**src/rtl/nv_ram_rwsp_256x16_fifo_ctrl.sv**
```systemverilog
// ---------------------------------------------------------------------------
// nv_ram_rwsp_256x16_fifo_ctrl
//
// FIFO controller for a 256x16 two-port RAM macro. The macro has a registered
// read address (loaded on ram_re) and a registered data output (loaded on
// ram_ore). The controller generates all RAM controls and hides the 2-cycle
// read latency behind a small register skid buffer at the output. Sustained
// throughput is one word per cycle in each direction.
//
// Ports
//   clk, rst           core clock; synchronous active-high reset
//   in_valid/in_ready  upstream handshake, in_pd is the 16-bit word
//   out_valid/out_ready downstream handshake, out_pd is the skid head word
//   ram_we/ram_wa/ram_di   RAM write port (combinational)
//   ram_re/ram_ra          RAM read-address load (combinational)
//   ram_ore                RAM output-register load (registered)
//   ram_dout               RAM registered output
//   fifo_count             words held (RAM + read pipeline + skid), registered
//
// Handshake: on both streams a word moves on a rising clk edge where valid
// and ready are both high. Neither valid nor ready waits on the other side's
// signal; in_ready depends only on rst and pointer state, out_valid only on
// the skid occupancy register.
// ---------------------------------------------------------------------------
module nv_ram_rwsp_256x16_fifo_ctrl #(
  parameter int SKID_DEPTH = 3
) (
  input  logic        clk,
  input  logic        rst,
  input  logic        in_valid,
  output logic        in_ready,
  input  logic [15:0] in_pd,
  output logic        out_valid,
  input  logic        out_ready,
  output logic [15:0] out_pd,
  output logic [7:0]  ram_wa,
  output logic        ram_we,
  output logic [15:0] ram_di,
  output logic [7:0]  ram_ra,
  output logic        ram_re,
  output logic        ram_ore,
  input  logic [15:0] ram_dout,
  output logic [8:0]  fifo_count
);

  localparam int OW = $clog2(SKID_DEPTH + 1);

  // Pointers carry a wrap bit above the 8-bit RAM address.
  logic [8:0]    wr_q, wr_d;   // next slot to write
  logic [8:0]    rd_q, rd_d;   // next slot to issue a read for
  logic [8:0]    cm_q, cm_d;   // next slot to be captured by ore (frees it)
  logic          ore_q;        // ram_re delayed one cycle
  logic          cap_q;        // ram_ore delayed one cycle: ram_dout is valid
  logic [OW-1:0] occ_q, occ_d;
  logic [15:0]   skid_q [SKID_DEPTH];
  logic [15:0]   skid_d [SKID_DEPTH];
  logic [8:0]    cnt_q, cnt_d;

  logic [8:0]    ram_used;
  logic [OW:0]   skid_fill;
  logic          wr_en, rd_en, push, pop;

  // A slot stays occupied until ore has copied it into the output register,
  // so the write side is limited by cm_q, not rd_q.
  assign ram_used  = wr_q - cm_q;
  assign in_ready  = !rst && (ram_used < 9'd256);
  assign wr_en     = in_valid && in_ready;

  assign out_valid = (occ_q != '0);
  assign out_pd    = skid_q[0];
  assign pop       = out_valid && out_ready;
  assign push      = cap_q;

  // Skid space is reserved at issue time for every read still in the
  // pipeline, so a capture can never find the buffer full.
  assign skid_fill = {1'b0, occ_q} + (OW+1)'(ore_q) + (OW+1)'(cap_q);
  assign rd_en     = !rst && (rd_q != wr_q) &&
                     ((skid_fill < (OW+1)'(SKID_DEPTH)) || pop);

  assign ram_we     = wr_en;
  assign ram_wa     = wr_en ? wr_q[7:0] : 8'd0;
  assign ram_di     = wr_en ? in_pd : 16'd0;
  assign ram_re     = rd_en;
  assign ram_ra     = rd_en ? rd_q[7:0] : 8'd0;
  assign ram_ore    = ore_q;
  assign fifo_count = cnt_q;

  assign wr_d = wr_q + 9'(wr_en);
  assign rd_d = rd_q + 9'(rd_en);
  assign cm_d = cm_q + 9'(ore_q);

  // Skid buffer: entry 0 is the head; a pop shifts toward the head and a
  // push lands just behind the last occupied entry after any shift.
  always_comb begin
    skid_d = skid_q;
    occ_d  = occ_q;
    if (pop) begin
      for (int i = 0; i < SKID_DEPTH - 1; i++) skid_d[i] = skid_q[i + 1];
      occ_d = occ_q - OW'(1);
    end
    if (push) begin
      for (int i = 0; i < SKID_DEPTH; i++) begin
        if (OW'(i) == occ_d) skid_d[i] = ram_dout;
      end
      occ_d = occ_d + OW'(1);
    end
  end

  // The word sitting in the RAM output register (between ore and capture)
  // is counted too, so the count only moves on accepts and pops.
  assign cnt_d = (wr_d - cm_d) + 9'(occ_d) + 9'(ore_q);

  always_ff @(posedge clk) begin
    if (rst) begin
      wr_q  <= '0;
      rd_q  <= '0;
      cm_q  <= '0;
      ore_q <= 1'b0;
      cap_q <= 1'b0;
      occ_q <= '0;
      cnt_q <= '0;
      for (int i = 0; i < SKID_DEPTH; i++) skid_q[i] <= '0;
    end else begin
      wr_q   <= wr_d;
      rd_q   <= rd_d;
      cm_q   <= cm_d;
      ore_q  <= rd_en;
      cap_q  <= ore_q;
      occ_q  <= occ_d;
      cnt_q  <= cnt_d;
      skid_q <= skid_d;
    end
  end

endmodule

```
**config.mk**
```make
export PLATFORM = sky130hd
export DESIGN_NAME = nv_ram_rwsp_256x16_fifo_ctrl
export DESIGN_NICKNAME = d
export VERILOG_FILES = /design/src/rtl/nv_ram_rwsp_256x16_fifo_ctrl.sv
export SDC_FILE = /design/constraint.sdc
export NUM_CORES = 1
export LEC_CHECK = 0
export CAP_MARGIN = 20
export CORE_ASPECT_RATIO = 0.7
export CORE_MARGIN = 4
export CORE_UTILIZATION = 50
export DETAILED_ROUTE_END_ITERATION = 7
export PLACE_DENSITY = 0.78
export SLEW_MARGIN = 40
export SYNTH_ARGS = -nofsm -noshare
export SYNTH_HDL_FRONTEND = slang
export SYNTH_SLANG_ARGS = --single-unit
```
**constraint.sdc**
```tcl
create_clock -name clk -period 7.3 [get_ports clk]
set_input_delay 0.73 -clock clk [delete_from_list [all_inputs] [get_ports clk]]
set_output_delay 0.73 -clock clk [all_outputs]
set_load 0.1 [all_outputs]
```
==> reports/metrics.json <==
{
  "outcome": {"value": "finished, final reports clean"},
  "number_of_antenna_repair_diodes": {"value": 0},
  "remaining_drc_errors": {"value": 0},
  "post-route-period-util": {"value": 0.629},
  "area_of_the_multi_input_gates": {"value": 0.00263, "unit": "mm^2"},
  "ys_warn_count": {"value": 0},
  "synth_cell_types": {"value": 40},
  "grt_antenna_before_repair": {"value": 0},
  "sequential_cell_area": {"value": 0.00176, "unit": "mm^2"},
  "gp_congestion": {"value": 0.833},
  "post_drt_via_cell_ratio": {"value": 5.14},
  "grt_start_max_net_pins": {"value": 47},
  "max_slew_margin": {"value": 0.520},
  "die_area": {"value": 0.0111, "unit": "mm^2"},
  "maxCapViolations": {"value": 0},
  "clock_tree.buffer_depth": {"value": 2},
  "timing_worst_slew_pin_value": {"value": 0.719, "unit": "ns"},
  "die_width": {"value": 124, "unit": "um"},
  "floorplan.core_area": {"value": 0.00914, "unit": "mm^2"},
  "detailedRoute.firstIterationViolations": {"value": 312},
  "numClockSinks": {"value": 88},
  "detailroute.via_count": {"value": 3788},
  "capture_instance_of_the_worst_register_to_register_path": {"value": "fifo_count[5]$_SDFF_PP0_"},
  "synth_compound_area_frac": {"value": 0.107},
  "finalHoldViolCount": {"value": 0},
  "finish.net_count": {"value": 680},
  "synth_sequential_area_ratio": {"value": 0.373},
  "r2r_setup_slack": {"value": 2.71, "unit": "ns"},
  "max_clock_freq": {"value": 218, "unit": "MHz"},
  "grt_overflow_total": {"value": 0},
  "clock_buffers_created_by_tritoncts": {"value": 9},
  "detailedPlacementHpwl": {"value": 7350, "unit": "um"},
  "synth_xor_area_frac": {"value": 0.0734},
  "dp_cells": {"value": 721},
  "areaGrowthSynthToFinish": {"value": 19.9, "unit": "%"},
  "synthesis.nets": {"value": 615},
  "grt_usage": {"value": 0.192},
  "post_synth_inst_count": {"value": 543},
  "hold_path_class": {"value": "reg -> reg"},
  "grt_pass1_vias": {"value": 3537},
  "skew": {"value": 0.00834, "unit": "ns"},
  "synth_area": {"value": 0.00472, "unit": "mm^2"},
  "die_height": {"value": 89.3, "unit": "um"},
  "cell_row_count": {"value": 29},
  "placement.io_buffers": {"value": 97},
  "drt-total-wl": {"value": 10600, "unit": "um"},
  "vdd_ir_drop_max": {"value": 0.000260, "unit": "V"},
  "clock_pin_slew_on_the_worst_setup_and_hold_paths": {"value": 0.06, "unit": "ns"},
  "arrival": {"value": 4.81, "unit": "ns"},
  "avgSynthCellArea": {"value": 8.70, "unit": "um^2"},
  "critPathRequiredTime": {"value": 7.52, "unit": "ns"},
  "tns": {"value": 0, "unit": "ns"},
  "minimum_clock_period_after_layout": {"value": 4.59, "unit": "ns"},
  "setup.worst_path.end_class": {"value": "flop"},
  "crit_path_start_kind": {"value": "flop"},
  "drtPass1Iterations": {"value": 4},
  "worstSkewPairLatency": {"value": 0.34, "unit": "ns"},
  "cts_tree": {"value": "yes"},
  "initial_utilization": {"value": 0.517},
  "grt_setup_unrepaired": {"value": "false"},
  "min_delay_worst_endpoint": {"value": "skid_q[3]$_SDFFE_PP0P_"},
  "drive_above_1_share": {"value": 0.186},
  "report.final.slew_viol_count": {"value": 0},
  "grt_pass1_wl": {"value": 17000, "unit": "um"},
  "post_route_antenna_net_violation_count": {"value": 0},
  "worst-path-max-fanout": {"value": 25},
  "timing.hold.worst_path_depth": {"value": 2},
  "total_leakage_power": {"value": 2.64, "unit": "nW"},
  "drt-wirelength-per-cell": {"value": 14.3, "unit": "um"},
  "post-cts-setup-buffers": {"value": 0},
  "setup_viol": {"value": 0},
  "simple_gate_share_of_the_synthesized_area": {"value": 0.202},
  "critical_path_class": {"value": "reg -> reg"},
  "pwr_density_cell": {"value": 385, "unit": "mW/mm^2"},
  "ctsResizeCount": {"value": 0},
  "depth_of_the_most_critical_reg_to_reg_path": {"value": 20},
  "yosys.area_share.adder": {"value": 0.102},
  "hold_start": {"value": "skid_q[3]$_SDFFE_PP0P_"},
  "cts_hold_repair.buffers": {"value": 0},
  "finalNonFillerCells": {"value": 737},
  "cts_max_level": {"value": 3},
  "top_level_ports": {"value": 98},
  "timing.rr.start": {"value": "wr_q[5]$_SDFF_PP0_"},
  "largest_family_of_logic_cells_by_synthesized_area": {"value": "simple AND/OR/NAND/NOR gates"},
  "root_buffer": {"value": "clkbuf_16"},
  "fillers": {"value": 796},
  "post_synth_mux_area_share": {"value": 0.0702},
  "yosys_register_bits": {"value": 88}
}
state kept, by name, summed over array words and instances (netlist names):
name,flops
cap_q,1
cm_q,9
fifo_count,9
occ_q,2
out_pd,16
ram_ore,1
rd_q,9
skid_q,32
wr_q,9
critical path: stages, from the launching register on:
cell and delay, ns:
dfxtp_1 0.49, ha_1 0.31, a21o_1 0.18, a21o_1 0.16, a21oi_1 0.16, o31ai_2 0.11
xnor2_2 0.12, buf_4 0.34, nor2b_1 0.14, ha_1 0.26, ha_1 0.29, inv_1 0.08
fa_1 0.54, inv_1 0.05, ha_1 0.28, a21o_1 0.17, a21oi_1 0.28, o21bai_1 0.10
a21oi_1 0.17, xor2_1 0.17, nor2_1 0.05
cells by family after synthesis:
group / count (synthesis)
AND/OR/NAND/NOR: 205
AO/OA/AOI/OAI: 76
XOR/XNOR: 37
adder cells (fa/ha/maj): 36
flip-flops: 88
multiplexers: 33
buffers and inverters: 68
per-stage QoR:
| step | total power, mW | util | hold slack (ns) | instance area [um^2] | setup WS, ns |
|---|---|---|---|---|---|
| floorplan | 1.49 | - | 0.436 | 4720 | 1.20 |
| global placement | 1.67 | 0.613 | 0.440 | 5610 | 2.27 |
| detailed placement | 1.64 | 0.581 | 0.447 | 5310 | 2.49 |
| CTS | 2.19 | 0.619 | 0.456 | 5660 | 2.71 |
| global route | 2.30 | 0.619 | 0.473 | 5660 | 2.43 |
| finish | 2.18 | 0.619 | 0.456 | 5660 | 2.71 |
layer usage:
metal	share of wire	vias up	wire (um)	global-route usage
li1	-	1924	-	-
met1	0.47	1757	5010	0.263
met2	0.45	93	4770	0.309
met3	0.061	14	641	0.0386
met4	0.014	0	150	0.0596
met5	0	-	0	0
cells in the mapped netlist:
cell	instances	area, um^2
xnor2_1	21	184
nand3_2	2	20.0
nor2_1	66	248
dfxtp_1	88	1760
a211oi_1	32	240
nand2b_1	3	18.8
and2_1	8	50.1
xnor2_2	1	16.3
nand2_1	61	229
buf_1	1	3.75
o31ai_2	1	12.5
a221oi_2	1	15.0
o211ai_1	1	7.51
buf_4	17	128
buf_6	2	22.5
xor3_1	1	23.8
clkbuf_1	21	78.8
fa_1	4	80.1
o21ai_0	7	35.0
nor2_2	20	125
nand4_1	3	18.8
or3_1	4	25.0
a211oi_2	1	12.5
buf_2	5	25.0
o21bai_1	1	7.51
mux2i_1	32	320
nor2b_1	17	106
nand3_1	9	45.0
inv_1	21	78.8
nor3_1	7	35.0
a21o_1	5	37.5
inv_2	1	3.75
xor2_1	14	123
a21oi_1	26	130
mux2_2	1	11.3
ha_1	32	400
and3_1	3	18.8
a221oi_1	1	8.76
nand2_2	1	6.26
nor3_2	1	10.0
power breakdown:
part           leakage [nW]  internal [mW]  total (mW)  switching, mW
registers             0.713          0.544       0.581         0.0372
clock network         0.168          0.339       0.542          0.203
logic                  1.76          0.307        1.06          0.753
total                  2.64           1.19        2.18          0.993
layout by cell type (no fill, tap or decap), drive strengths merged, types with 9 or more instances in the layout:
cell type,netlist,routed
clkdlybuf4s50,0,34
xor2,14,14
mux2i,32,32
a21oi,26,26
inv,22,24
buf,25,66
clkbuf,21,9
nor2,86,86
dfxtp,88,88
a211oi,33,33
xnor2,22,22
nor2b,17,17
nand2,62,62
nand3,11,11
ha,32,32
final cells by class:
cell class                 instances  share of cell area
multi-input combinational        387               0.465
sequential                        88               0.311
timing repair buffer             100               0.120
clock buffer                       9              0.0398
tap                              124              0.0274
clock inverter                     7              0.0223
inverter                          22              0.0146
worst max-delay path by stage:
stage,start,endpoint,cells past startpoint
4_1_cts,wr_q[5]$_SDFF_PP0_,fifo_count[5]$_SDFF_PP0_,20
2_1_floorplan,wr_q[5]$_SDFF_PP0_,fifo_count[8]$_SDFF_PP0_,18
5_1_grt,wr_q[5]$_SDFF_PP0_,fifo_count[8]$_SDFF_PP0_,19
3_5_place_dp,out_ready,fifo_count[5]$_SDFF_PP0_,15
3_3_place_gp,out_ready,fifo_count[5]$_SDFF_PP0_,15
6_report,wr_q[5]$_SDFF_PP0_,fifo_count[5]$_SDFF_PP0_,20
(Power assumes the default switching activity.)
==> variant 1: new RTL, same settings <==
Remove the register `cnt_q`: a continuous assignment takes its place, so the output `fifo_count` follows one clock earlier.
--- a/src/rtl/nv_ram_rwsp_256x16_fifo_ctrl.sv
+++ b/src/rtl/nv_ram_rwsp_256x16_fifo_ctrl.sv
@@ -118,7 +118,6 @@
       ore_q <= 1'b0;
       cap_q <= 1'b0;
       occ_q <= '0;
-      cnt_q <= '0;
       for (int i = 0; i < SKID_DEPTH; i++) skid_q[i] <= '0;
     end else begin
       wr_q   <= wr_d;
@@ -127,10 +126,11 @@
       ore_q  <= rd_en;
       cap_q  <= ore_q;
       occ_q  <= occ_d;
-      cnt_q  <= cnt_d;
       skid_q <= skid_d;
     end
   end
 
+  assign cnt_q = cnt_d;
+
 endmodule
 
Function: changed (a bounded check fails within 4 cycles, from zero or initial values and one cycle with rst high).
==> variant 1 against the original RTL <==
  * Worst setup slack worse by 1.4 ns
  * Design area is 3.0% lower
  * Sequential cell count is 9 lower
  * Synthesized area is 3.7% lower
  * Critical path depth stayed put
  * Wire length is 3.3% lower
  * Critical endpoint is now fifo_count[7]
Power is left out: the tool's default activity adds up to more than one toggle a clock period on the data nets, which glitch-free logic cannot reach.
==> variant 1: results (changes against the original RTL) <==
- Status: finished, final reports clean
- Clk_skew: 0.00659 ns (-0.00175 ns)
- CP endpoint: fifo_count[7]
- Met3 Usage GRT: 0.0381 (-0.000494)
- Setup slack, reg-to-reg: 4.13 ns (+1.42 ns)
- Register area share after synthesis: 0.348 (-0.0252)
- Clock latency on the worst-skew pair: 0.33 ns
- DR vias: 3,701 (-2.3%)
- Met1 global-route usage: 0.267 (+0.00400)
- Vias per cell: 5.13 (-0.13%)
- # resized after CTS: 0 (unchanged)
- DP Area: 5170 um^2 (-2.5%)
- Post-synth net total: 601 (-2.3%)
- Crit Path Max Fanout: 25 (unchanged)
- Worst R2R End: wr_q[4]$_SDFF_PP0_
- Setup crit start: wr_q[1]$_SDFF_PP0_
- Fraction of registers with async set/reset: 0 (unchanged)
- Dpl cells: 704 (-2.4%)
- Clock period minus worst slack: 6.01 ns (+1.42 ns)
- DP Wirelength: 7360 um (+0.12%)
- Initial antenna violation count: 0 (unchanged)
- Starting DRC count in detailed routing: 288 (-7.7%)
- Vias in the first global route: 3,485 (-1.5%)
- Number of flops mapped to enable cells by yosys: 0 (unchanged)
- Layout filler cell count: 746 (-6.3%)
- Root buf cell: clkbuf_16
- Total wire length: 10,200 um (-3.3%)
- Longest Clk Path Bufs: 2 (unchanged)
- Max FFs per register: 32 (unchanged)
- # nets final: 668 (-1.8%)
- Top post-synthesis cells by area: dfxtp_1, ha_1, mux2i_1
- Top_reg_cell synth: dfxtp_1
- CP delay by family, top: adder cells
- Cells on worst reg2reg path: 12 (-40%)
- Avg Synthesized Cell Area: 8.60 um^2 (-1.2%)
- Arr. time, crit path: 5.28 ns (+0.47 ns)
- Commonest cells in the netlist: dfxtp_1, nand2_1, nor2_1
- Min-delay worst type: reg -> reg
- Layout cell share with drive strength beyond 1: 0.193 (+0.00704)
- Pre-Repair DR Iteration Count: 4 (unchanged)
- CP max stage delay: 0.47 ns (-0.07 ns)
- H-tree Lvls: 3 (unchanged)
- I/O Buffers: 97 (unchanged)
- Grt met2 use: 0.304 (-0.00571)
- CTS buffer count: 9 (unchanged)
- Gr usage total: 0.192 (-0.000719)
- Pre-CTS WS: 1.65 ns (-0.842 ns)
- Global-route wire length before repair: 16,700 um (-1.7%)
- CP max-delay cell: fa_1
- Antenna cells: 0 (unchanged)
- Routability cong.: 0.866 (+3.9%)
- Worst-Margin Slew: 0.686 ns (-0.0338 ns)
- Largest net degree at the start of global routing: 82 (+74%)
- Setup Fix Bufs, Post-CTS: 0 (unchanged)
- Cell variety after synth: 37 (-7.5%)
- YS warnings: 0 (unchanged)
## variant 1: routing by layer
metal  vias to the layer above  share of wire
li1                       1910              -
met1                      1704           0.50
met5                         -              0
met2                        79           0.44
met4                         0         0.0096
met3                         8          0.053
## variant 1: worst min path at each step
stage,startpoint,endpoint,slack (ns),cells past startpoint
2_1_floorplan,skid_q[0]$_SDFFE_PP0P_,skid_q[0]$_SDFFE_PP0P_,0.44,2
3_3_place_gp,skid_q[7]$_SDFFE_PP0P_,skid_q[7]$_SDFFE_PP0P_,0.44,2
3_5_place_dp,skid_q[3]$_SDFFE_PP0P_,skid_q[3]$_SDFFE_PP0P_,0.45,2
4_1_cts,skid_q[3]$_SDFFE_PP0P_,skid_q[3]$_SDFFE_PP0P_,0.46,2
5_1_grt,skid_q[13]$_SDFFE_PP0P_,skid_q[13]$_SDFFE_PP0P_,0.48,2
6_report,skid_q[13]$_SDFFE_PP0P_,skid_q[13]$_SDFFE_PP0P_,0.45,2
## variant 1: final cells by class
cell class	count	area (um^2)	area share
Multi-Input combinational cell	381	2650	0.482
Timing Repair Buffer	103	733	0.134
Clock inverter	6	67.6	0.0123
Tap cell	120	150	0.0273
Inverter	22	82.6	0.0150
Sequential cell	79	1580	0.288
Clock buffer	10	229	0.0417
## variant 1: cell families (layout without fill, tap and decap cells)
group / after synthesis / count (layout) / share of synthesized area
XOR/XNOR: 38 / 38 / 0.0732
AO/OA/AOI/OAI: 99 / 99 / 0.151
adder cells (fa/ha/maj): 36 / 36 / 0.106
AND/OR/NAND/NOR: 175 / 175 / 0.169
buffers and inverters: 69 / 141 / 0.0803
multiplexers: 33 / 33 / 0.0729
flip-flops: 79 / 79 / 0.348
==> variant 2: new RTL, same settings <==
Without the edit above. `SKID_DEPTH`: 3 -> 5.
--- a/src/rtl/nv_ram_rwsp_256x16_fifo_ctrl.sv
+++ b/src/rtl/nv_ram_rwsp_256x16_fifo_ctrl.sv
@@ -23,7 +23,7 @@
 // the skid occupancy register.
 // ---------------------------------------------------------------------------
 module nv_ram_rwsp_256x16_fifo_ctrl #(
-  parameter int SKID_DEPTH = 3
+  parameter int SKID_DEPTH = 5
 ) (
   input  logic        clk,
   input  logic        rst,
Function: changed (Yosys sat finds a counterexample within 10 cycles, from zero or initial values and one cycle with rst high).
==> variant 2 against the original RTL <==
  * Utilization increased by 0.25 points
  * Die area increased by 30%
  * Synthesized area increased by 32%
  * Design area increased by 31%
  * Total power increased by 30%
  * Worst setup slack got worse by 0.30 ns
  * Combinational power increased by 10%
  * Synthesized cell count increased by 44%
  * Sequential power increased by 32%
  * Worst hold slack improved by 0.00079 ns
  * Non-clock buffer count increased by 4
  * Wire length increased by 53%
  * Sequential cell count increased by 33
  * Largest cell class unchanged
==> variant 2: results (changes against the original RTL) <==
- Status: finished, final reports clean
- H-tree Lvls: 4 (+1)
- Int Power: 1.61 mW (+36%)
- Setup Fix Bufs, Post-CTS: 0 (unchanged)
- Global-route wire length before repair: 27,100 um (+59%)
- Clk_skew: 0.00805 ns (-0.000289 ns)
- Wire per inst: 16.2 um (+13%)
- Root buf cell: clkbuf_16
- Leakage power: 2.96 nW (+12%)
- CP max stage delay: 0.56 ns (+0.02 ns)
- Pre-Repair DR Iteration Count: 5 (+1)
- Arr. time, crit path: 5.18 ns (+0.37 ns)
- CTS buffer count: 17 (+8)
- Largest net degree at the start of global routing: 102 (+120%)
- Slew headroom: 0.506 (-0.0146)
- Top post-synthesis cells by area: dfxtp_1, a311oi_1, nand2_1
- CP max-delay cell: buf_4
- Post-synth net total: 855 (+39%)
- Layout filler cell count: 1,001 (+26%)
- Gr usage total: 0.228 (+0.0356)
- Max FFs per register: 64 (+100%)
- Fraction of registers with async set/reset: 0 (unchanged)
- Vias in the first global route: 5,516 (+56%)
- Register area share after synthesis: 0.388 (+0.0147)
- Starting DRC count in detailed routing: 417 (+34%)
- Pre-CTS WS: 2.43 ns (-0.0621 ns)
- Cell variety after synth: 43 (+7.5%)
- Clock latency on the worst-skew pair: 0.42 ns (+0.08 ns)
- DP Wirelength: 10,300 um (+40%)
- Crit Path Max Fanout: 66 (+160%)
- Maximum VDD drop: 286 uV (+9.9%)
- # nets final: 903 (+33%)
- DR vias: 5,724 (+51%)
- Layout cell share with drive strength beyond 1: 0.139 (-0.0467)
- Routability cong.: 0.898 (+7.8%)
- Commonest cells in the netlist: nand2_1, dfxtp_1, nor2_1
## variant 2: path summary, 6_finish.rpt
| kind | startpoint | end | slack [ns] | cells after the start |
|---|---|---|---|---|
| setup / recovery | occ_q[1]$_SDFF_PP0_ | fifo_count[6]$_SDFF_PP0_ | 2.41 | 19 |
| hold / removal | skid_q[15]$_SDFFE_PP0P_ | skid_q[15]$_SDFFE_PP0P_ | 0.46 | 2 |
| setup reg to reg | occ_q[1]$_SDFF_PP0_ | fifo_count[6]$_SDFF_PP0_ | 2.41 | 19 |
| hold reg to reg | skid_q[15]$_SDFFE_PP0P_ | skid_q[15]$_SDFFE_PP0P_ | 0.46 | 2 |
## variant 2: logic make-up after synthesis
family | count (synthesis) | share of synthesized area
XOR/XNOR | 39 | 0.0583
flip-flops | 121 | 0.388
AND/OR/NAND/NOR | 367 | 0.255
adder cells (fa/ha/maj) | 39 | 0.0841
AO/OA/AOI/OAI | 112 | 0.137
buffers and inverters | 100 | 0.0751
multiplexers | 2 | 0.00340
## variant 2: cell type report
cell class | count | area share
Timing Repair Buffer | 104 | 0.0953
Clock inverter | 13 | 0.0260
Inverter | 25 | 0.0126
Multi-Input combinational cell | 559 | 0.455
Tap cell | 157 | 0.0264
Sequential cell | 121 | 0.325
Clock buffer | 18 | 0.0590
## variant 2: worst reg2reg max path, cell delays in order (launching register included)
cell and delay [ns]:
dfxtp_1 0.38, inv_1 0.10, ha_1 0.21, nand2b_2 0.07, buf_4 0.56, nand2_2 0.24, xnor2_1 0.43, inv_1 0.12
ha_1 0.22, ha_1 0.26, mux2_2 0.29, fa_1 0.54, inv_1 0.05, ha_1 0.32, a21o_1 0.17, a21oi_1 0.29
o21bai_1 0.12, a21oi_1 0.18, xor2_1 0.16, nor2_1 0.05
## variant 2: power by group through the flow
stage | logic [mW] | registers [mW] | clock network (mW)
2_1_floorplan | 0.831 | 0.912 | 0
3_3_place_gp | 1.18 | 0.779 | 0
3_5_place_dp | 1.15 | 0.781 | 0
4_1_cts | 1.17 | 0.768 | 0.906
5_1_grt | 1.27 | 0.775 | 0.939
6_report | 1.17 | 0.768 | 0.898
## variant 2: per-layer routing
metal / routed length, um / track usage / part of all wire
met4: 176 / 0.0619 / 0.011
met5: 0 / 0 / 0
met1: 7250 / 0.309 / 0.45
met2: 7790 / 0.369 / 0.48
met3: 915 / 0.0524 / 0.057
## variant 2: stage by stage
step / power, mW / area, um^2 / hold slack, ns / instances / utilization
2_1_floorplan: 1.74 / 6250 / 0.437 / 780 / -
6_report: 2.84 / 7450 / 0.457 / 997 / 0.622
3_3_place_gp: 1.96 / 7090 / 0.441 / 966 / 0.592
5_1_grt: 2.99 / 7450 / 0.483 / 997 / 0.622
4_1_cts: 2.85 / 7440 / 0.461 / 997 / 0.621
3_5_place_dp: 1.93 / 6810 / 0.450 / 966 / 0.569
